## src/rtl/ro_freq_counter.sv

```systemverilog
`default_nettype none
// +------------------------------------------------------------------------+
// | ro_freq_counter: gated ring-oscillator edge counter over a clk window  |
// | Revision: 1.0                                                          |
// +------------------------------------------------------------------------+
module ro_freq_counter #(
   parameter int CNT_W         = 16,
   parameter int WIN_W         = 16,
   parameter int SETTLE_CYCLES = 4,
   parameter int SYNC_STAGES   = 2
) (
   input  logic             clk,
   input  logic             rst,
   input  logic             start,
   input  logic [WIN_W-1:0] window,
   input  logic             ro_out,
   output logic             ro_en,
   output logic             busy,
   output logic             done,
   output logic [CNT_W-1:0] count,
   output logic             overflow
);

   localparam int c_SET_W = (SETTLE_CYCLES > 1) ? $clog2(SETTLE_CYCLES) : 1;
   localparam logic [c_SET_W-1:0] c_SET_LOAD = c_SET_W'(SETTLE_CYCLES - 1);

   typedef enum logic [1:0] {
      S_IDLE    = 2'd0,
      S_SETTLE  = 2'd1,
      S_MEASURE = 2'd2,
      S_DONE    = 2'd3
   } state_t;

   state_t               r_state;
   state_t               w_next;
   logic [SYNC_STAGES-1:0] r_sync;
   logic                 r_hist;
   logic                 w_edge;
   logic [c_SET_W-1:0]   r_settle;
   logic [WIN_W-1:0]     r_win;
   logic [CNT_W-1:0]     r_count;
   logic                 r_overflow;

   // Synchroniser and edge history run continuously, independent of state.
   always_ff @(posedge clk or posedge rst) begin
      if (rst) begin
         r_sync <= '0;
         r_hist <= 1'b0;
      end else begin
         r_sync <= {r_sync[SYNC_STAGES-2:0], ro_out};
         r_hist <= r_sync[SYNC_STAGES-1];
      end
   end

   assign w_edge = r_sync[SYNC_STAGES-1] & ~r_hist;

   always_ff @(posedge clk or posedge rst) begin
      if (rst) begin
         r_state <= S_IDLE;
      end else begin
         r_state <= w_next;
      end
   end

   always_comb begin
      w_next = r_state;
      case (r_state)
         S_IDLE: begin
            if (start) w_next = S_SETTLE;
         end
         S_SETTLE: begin
            if (r_settle == '0) w_next = (r_win == '0) ? S_DONE : S_MEASURE;
         end
         S_MEASURE: begin
            if (r_win == WIN_W'(1)) w_next = S_DONE;
         end
         S_DONE: begin
            w_next = S_IDLE;
         end
         default: w_next = S_IDLE;
      endcase
   end

   // r_win holds the captured window and counts down the remaining MEASURE cycles.
   always_ff @(posedge clk or posedge rst) begin
      if (rst) begin
         r_settle   <= '0;
         r_win      <= '0;
         r_count    <= '0;
         r_overflow <= 1'b0;
      end else begin
         case (r_state)
            S_IDLE: begin
               if (start) begin
                  r_win      <= window;
                  r_settle   <= c_SET_LOAD;
                  r_count    <= '0;
                  r_overflow <= 1'b0;
               end
            end
            S_SETTLE: begin
               if (r_settle != '0) r_settle <= r_settle - c_SET_W'(1);
            end
            S_MEASURE: begin
               r_win <= r_win - WIN_W'(1);
               if (w_edge) begin
                  if (&r_count) r_overflow <= 1'b1;
                  else          r_count    <= r_count + CNT_W'(1);
               end
            end
            default: begin
            end
         endcase
      end
   end

   // Decoded straight from the state register so reset drops ro_en immediately.
   assign ro_en    = (r_state == S_SETTLE) || (r_state == S_MEASURE);
   assign busy     = ro_en;
   assign done     = (r_state == S_DONE);
   assign count    = r_count;
   assign overflow = r_overflow;

endmodule
`default_nettype wire

```

## config.mk

```make
export PLATFORM = sky130hd
export DESIGN_NAME = ro_freq_counter
export DESIGN_NICKNAME = d
export VERILOG_FILES = /design/src/rtl/ro_freq_counter.sv
export SDC_FILE = /design/constraint.sdc
export NUM_CORES = 1
export LEC_CHECK = 0
export BUFFER_PORTS_ARGS = -buffer_cell sky130_fd_sc_hd__buf_2
export CAP_MARGIN = 10
export CORE_ASPECT_RATIO = 1.2
export CORE_MARGIN = 4
export CORE_UTILIZATION = 64
export CTS_BUF_LIST = sky130_fd_sc_hd__clkbuf_4
export CTS_CLUSTER_SIZE = 24
export DETAILED_ROUTE_END_ITERATION = 16
export PLACE_DENSITY = 0.88
export SLEW_MARGIN = 10
export SYNTH_ARGS = -nofsm -noshare
export SYNTH_HDL_FRONTEND = slang
export SYNTH_SLANG_ARGS = --single-unit
```

## constraint.sdc

```tcl
create_clock -name clk -period 3.3 [get_ports clk]
set_input_delay 0.66 -clock clk [delete_from_list [all_inputs] [get_ports clk]]
set_output_delay 0.66 -clock clk [all_outputs]
set_load 0.02 [all_outputs]
```

# Word-level counts from Yosys, hierarchy flattened
# Index checks and enable logic that the tools add are counted.
[totals]
ff_bits = 40
inputBits = 20
out_inout_bits = 20
wordCells = 54
[classes]
add_sub_neg = 3
eq_ne = 11
n_mux = 18
bitwise = 2
reduce_logical = 13
[ops]
columns = ["operator", "n"]
rows = [
  ["16-bit two-way mux", 4],
  ["16-bit one-hot mux with 2 select lines", 2],
  ["16-bit by 1-bit adder with 16-bit output, second input constant", 1],
  ["16-bit by 1-bit equality test with 1-bit output, second input constant", 1],
  ["16-bit logical NOT", 1],
  ["16-bit AND reduction", 1],
  ["16-bit by 1-bit subtractor with 16-bit output, second input constant", 1],
  ["2-bit != test, second input constant", 7],
  ["2-bit two-way mux", 5],
  ["2-bit one-hot mux with 4 select lines", 1],
  ["4-bit AND reduction", 2],
  ["3-bit AND reduction", 2],
  ["2-bit nonzero test", 3],
  ["2-bit equality test, second input constant", 2],
  ["2-bit logical NOT", 2],
  ["1-bit two-way mux", 4],
  ["2-bit one-hot mux with 2 select lines", 1],
  ["2-bit by 1-bit equality test with 1-bit output, second input constant", 1],
  ["1-bit one-hot mux with 2 select lines", 1],
  ["2-bit AND reduction", 1],
  ["2-bit by 1-bit subtractor with 2-bit output, second input constant", 1],
  ["1-bit bitwise AND", 1],
  ["1-bit logical OR", 1],
  ["1-bit inverter", 1],
]

# Longest topological paths before layout
[depth]
depth_word = 4
ltp_mapped = 9
depth_no_buf = 6

# Least setup slack after synthesis
# OpenSTA, ideal clock, no wires.
[synth_timing]
path_type = "register to register"
from = "register r_state[0]"
to = "register r_count[14] (netlist: count[14])"
setup_ps = 79
arrival_ps = 1818
required_ps = 3221
setup_slack_ps = 1402
path_stages_with_launch = 8
n_path_buf = 1
period_less_slack_ps = 1898
path_cell_list = "dfrtp_1 -> inv_1 -> ha_1 -> buf_4 -> mux2i_1 -> a211o_1 -> nor4_1 -> mux2i_1"
[synth_between]
elab_chain_cells = 3
word_cells_on_any_way = 8
cone_classes = "4 x eq/ne; 1 x mux; 3 x reduce/logical"
[synth_lines]
columns = ["item", "line_no", "text"]
rows = [
  ["start, declared", "34", "state_t r_state;"],
  ["start signal, assigned", "61", "r_state <= w_next;"],
  ["2-bit equality test / 2-bit logical NOT (equally long branches)", "92", "case (r_state)"],
  ["2-bit != test (no line) / 2-bit nonzero test (equally long branches)", "n/a", ""],
  ["4-bit AND reduction (no line)", "n/a", ""],
  ["end signal, assigned", "108", "else r_count <= r_count + CNT_W'(1);"],
  ["end, declared", "41", "logic [CNT_W-1:0] r_count;"],
]
# Several ways; a longest one is shown, not always the timed one.
# A chain may end at the register's enable or synchronous reset.

# Final worst setup path
[layout_timing]
from = "register r_state[0]"
to = "register r_count[8] (netlist: count[8])"
# The elaborated chain is that of the path after synthesis.

==> impl_summary.md <==
Power and ir drop
The clock network fraction of total power is 11.3%. The leakage power is 0.00129 µW. The overall power of the completed layout is 2370 µW. For this design the ratio of total power to cell area is 795 mW/mm². The fraction of power spent switching nets is roughly half. The sequential cell fraction of total power is 36.6%. IR analysis of the VDD net gives a maximum drop of approximately 0.37 mV. The analysis attributes to net switching a power of roughly 1200 µW. Combinational logic burns 52.2% of the power.

The internal power of the cells totals 1210 µW.

GRT
Global routing used a little over a quarter of the available tracks. Entering global routing, the biggest net connects 41 pins. The first global-routing pass estimated about 11000 µm of wire.

The aggregate global routing overflow is 0. The initial antenna violation count is 0. The number of global-route vias before repair is 2408.

Setup path
Traced cell by cell, the critical path runs through inv_1 -> ha_1 -> buf_4 -> mux2_4 -> o21ai_2 -> or4_1 -> a21oi_1. The critical path's slowest cell is sky130_fd_sc_hd__or4_1. In this run the worst path has a maximum fanout of 28. The delay of the slowest cell on the worst path is about 0.54 ns.

The number of cell instances on the worst register-to-register path is 7. The worst reg-to-reg setup slack is 0.77 ns. The arrival time of the worst setup path is about 2.8 ns.

The worst flop-to-flop path endpoint is count[8]$_DFFE_PP0P_. The worst setup path is captured at a flip-flop. The worst setup path is of the flip-flop to flip-flop kind.

The startpoint identified for the worst register-to-register timing path is r_state[0]$_DFFE_PP0P_. The worst setup path is launched from a flip-flop. STA puts the critical path data required time at 3.59 ns.

CTS
The number of buffers between clock root and the deepest sink is 2. The TritonCTS clock tree is built. At the later pin of the worst-skew pair, clock insertion delay measures 0.36 ns.

The H-tree was split into 2 levels. Clock tree synthesis found a total of 40 sinks. In this run the post-CTS setup repair buffer count came out at 0. The clock-pin slew of the registers on the worst-case setup and hold paths is 0.13 ns. Buffers inserted to repair hold after CTS numbered 0. The number of gates resized after cts is 0. Clock tree synthesis inserted a total of 5 buffers. The tree is rooted in a sky130_fd_sc_hd__clkbuf_4.

Route
After detailed routing, the number of vias per cell comes to 6.65. Summing over every cut layer, the via total after detailed routing is between 2000 and 3000. The sum of routed wire length over all layers is 6760 µm. The count of nets left with antenna violations once routing finished came out at 0.

The DRC marker count from the first detailed-route iteration is 319. For this run, design rule violations remaining after detail routing come to 0. Dividing the detail-routed wire length by the instance count gives 17.4 µm.

Before antenna repair, the detailed router went through 6 iterations.

Synthesis
The post-synthesis cell type count is 59. The average cell area after synthesis is 9.06 µm². The synthesized cell area is around 0.0027 mm².

The synthesized design contains 0 enable-type register cells. Synthesis produced 301 cells. The synthesized design contains 40 register bits. The Yosys warning count is 0. The number of nets in the synthesized netlist is 329. For this run, the leading register cell type out of synthesis is sky130_fd_sc_hd__dfrtp_1. Counting flops with an async set or reset pin after synthesis yields a share of 100%.

For this run, the register share of the synthesized area comes to 36.7%.

Cells and area
The count of inserted antenna diode cells is 0. For this run, the post-layout net count is ~360. Relative to the synthesized area, the layout overhead comes to 9.36%. The utilization of the core after routing is between 70% and 80%. The fraction of layout cells with a size suffix above 1 is 20.1%.

The final non-filler cell area is 0.00298 mm².

Die
The number of primary I/O pins is 40. The effective utilization at floorplan is roughly two thirds. The die is between 70 and 80 µm tall.

From left edge to right edge, the die measures 67.6 µm. In this run the core area contains 25 standard-cell rows. The total core area is 0.00404 mm². The die covers 0.00537 mm².

Timing
After layout, the minimum clock period comes to 2.53 ns. The number of endpoints with negative hold slack in the final report is 0. At the pin with the least slew margin, the transition time is 0.714 ns. After layout, the worst path uses 76.6% of the clock period.

Setup violations remaining at the end of the flow were counted as 0. The sum of negative setup slack is 0 ns. The relative slew slack is 51.9%. On the final layout, the worst clock skew is roughly 0.017 ns. Setup repair after global routing left no endpoint under its margin.

Derived from the worst setup path, the maximum achievable clock frequency is approximately 0.4 GHz. The max-slew violation count is 0.

Place
Port buffering added 39 buffers. Routability-driven placement finished with a final weighted congestion of 0.888. The HPWL after detailed placement is 4670 µm. The post-placement cell area is ~0.0029 mm².

Outcome
The run finished with clean final reports.

Min path
Along the worst hold path, the cell count comes to 0. The path class of the lowest-slack min-delay path is flip-flop to flip-flop. In this run the most critical hold path is launched from r_sync[0]$_DFF_PP0_.

The path with the worst hold slack has its endpoint at r_sync[1]$_DFF_PP0_.

Job
The number of max-cap violations is 0.
[synthesized netlist by cell type, drive strengths merged, types with 3 or more instances]
| master | instances | share of area, % |
|---|---|---|
| dfrtp | 40 | 37 |
| a21oi | 27 | 5.0 |
| nand2 | 26 | 3.6 |
| nor2 | 22 | 3.0 |
| inv | 14 | 1.9 |
| buf | 13 | 2.8 |
| mux2i | 13 | 4.8 |
| nand2b | 12 | 2.8 |
| o21ai | 10 | 2.0 |
| nand4 | 9 | 2.1 |
| nor4 | 9 | 4.2 |
| o22ai | 9 | 2.1 |
| ha | 8 | 3.7 |
| nand3 | 8 | 1.5 |
| nor3 | 8 | 1.8 |
| a211oi | 6 | 1.7 |
| or4 | 6 | 1.9 |
| clkbuf | 5 | 0.69 |
| mux2 | 4 | 1.8 |
| nor4b | 4 | 2.1 |
| o2111ai | 4 | 1.3 |
| o22a | 4 | 1.3 |
| o31ai | 4 | 1.1 |
| a31oi | 3 | 0.69 |
| and3 | 3 | 0.69 |
| o211ai | 3 | 0.83 |
| o311a | 3 | 1.1 |
| or3 | 3 | 0.69 |
[per-layer routing]
layer	GRT usage [%]	wire (µm)	up-vias
met1	34.0	2800	1223
met3	4.93	413	29
met2	44.8	3330	115
met5	0	0	-
met4	11.8	219	0
li1	-	-	1212
[sequential cells by signal, indices dropped and copies added (netlist names)]
signal    cells
count        16
r_win        16
r_settle      2
r_state       2
r_sync        2
overflow      1
r_hist        1
[kinds of logic (layout without fill, tap and decap cells)]
logic type | after synthesis | in the layout | synth area share [%]
mux | 17 | 17 | 6.56
flops | 40 | 40 | 36.7
simple gates | 119 | 119 | 26.8
fa+ha+maj | 8 | 8 | 3.67
buf+inv | 32 | 65 | 5.37
compound gates | 85 | 85 | 20.8
[layout make-up]
type	instances	area, µm²
sequential	40	1000
clock inverter	1	3.75
multi-input combinational	229	1580
inverter	14	52.6
clock buffer	7	52.6
fill	313	1050
tap	54	67.6
timing repair buffer	43	225
[power groups by stage]
stage          combinational [µW]  clock [µW]  sequential [µW]
5_1_grt                      1370         292              891
6_report                     1240         267              867
3_5_place_dp                 1220           0              867
4_1_cts                      1230         270              856
2_1_floorplan                1010           0              822
3_3_place_gp                 1180           0              857
[worst max path at each step]
stage                                 startpoint                    end  slack, ns
after floorplan           r_state[0]$_DFFE_PP0P_  count[14]$_DFFE_PP0P_       1.40
after global placement    r_state[0]$_DFFE_PP0P_   count[9]$_DFFE_PP0P_       0.93
after detailed placement  r_state[0]$_DFFE_PP0P_   count[9]$_DFFE_PP0P_       0.84
after CTS                 r_state[0]$_DFFE_PP0P_   count[8]$_DFFE_PP0P_       0.82
after global routing      r_state[0]$_DFFE_PP0P_   count[8]$_DFFE_PP0P_       0.64
final                     r_state[0]$_DFFE_PP0P_   count[8]$_DFFE_PP0P_       0.77
[critical path, delay by kind of cell, from the launching register on]
| family | cells | cell delay [ns] |
|---|---|---|
| flops | 1 | 0.43 |
| buf+inv | 2 | 0.46 |
| simple gates | 1 | 0.54 |
| compound gates | 2 | 0.31 |
| fa+ha+maj | 1 | 0.36 |
| mux | 1 | 0.33 |
[placed cells by master (no fill, tap or decap), drive strengths merged, types with 4 or more instances in the layout]
| cell | synthesis | final |
|---|---|---|
| a211oi | 6 | 6 |
| a21oi | 27 | 27 |
| buf | 13 | 43 |
| clkbuf | 5 | 7 |
| dfrtp | 40 | 40 |
| ha | 8 | 8 |
| inv | 14 | 14 |
| mux2 | 4 | 4 |
| mux2i | 13 | 13 |
| nand2 | 26 | 26 |
| nand2b | 12 | 12 |
| nand3 | 8 | 8 |
| nand4 | 9 | 9 |
| nor2 | 22 | 22 |
| nor3 | 8 | 8 |
| nor4 | 9 | 9 |
| nor4b | 4 | 4 |
| o2111ai | 4 | 4 |
| o21ai | 10 | 10 |
| o22a | 4 | 4 |
| o22ai | 9 | 9 |
| o31ai | 4 | 4 |
| or4 | 6 | 6 |
[through the flow]
stage	worst slack [ns]	hold WS [ns]	instances
final	0.773	0.372	388
after detailed placement	0.837	0.346	380
after floorplan	1.40	0.331	301
after global placement	0.933	0.334	380
after global routing	0.645	0.376	388
after CTS	0.816	0.371	388
Note: power is estimated with default switching activity, not from simulation.
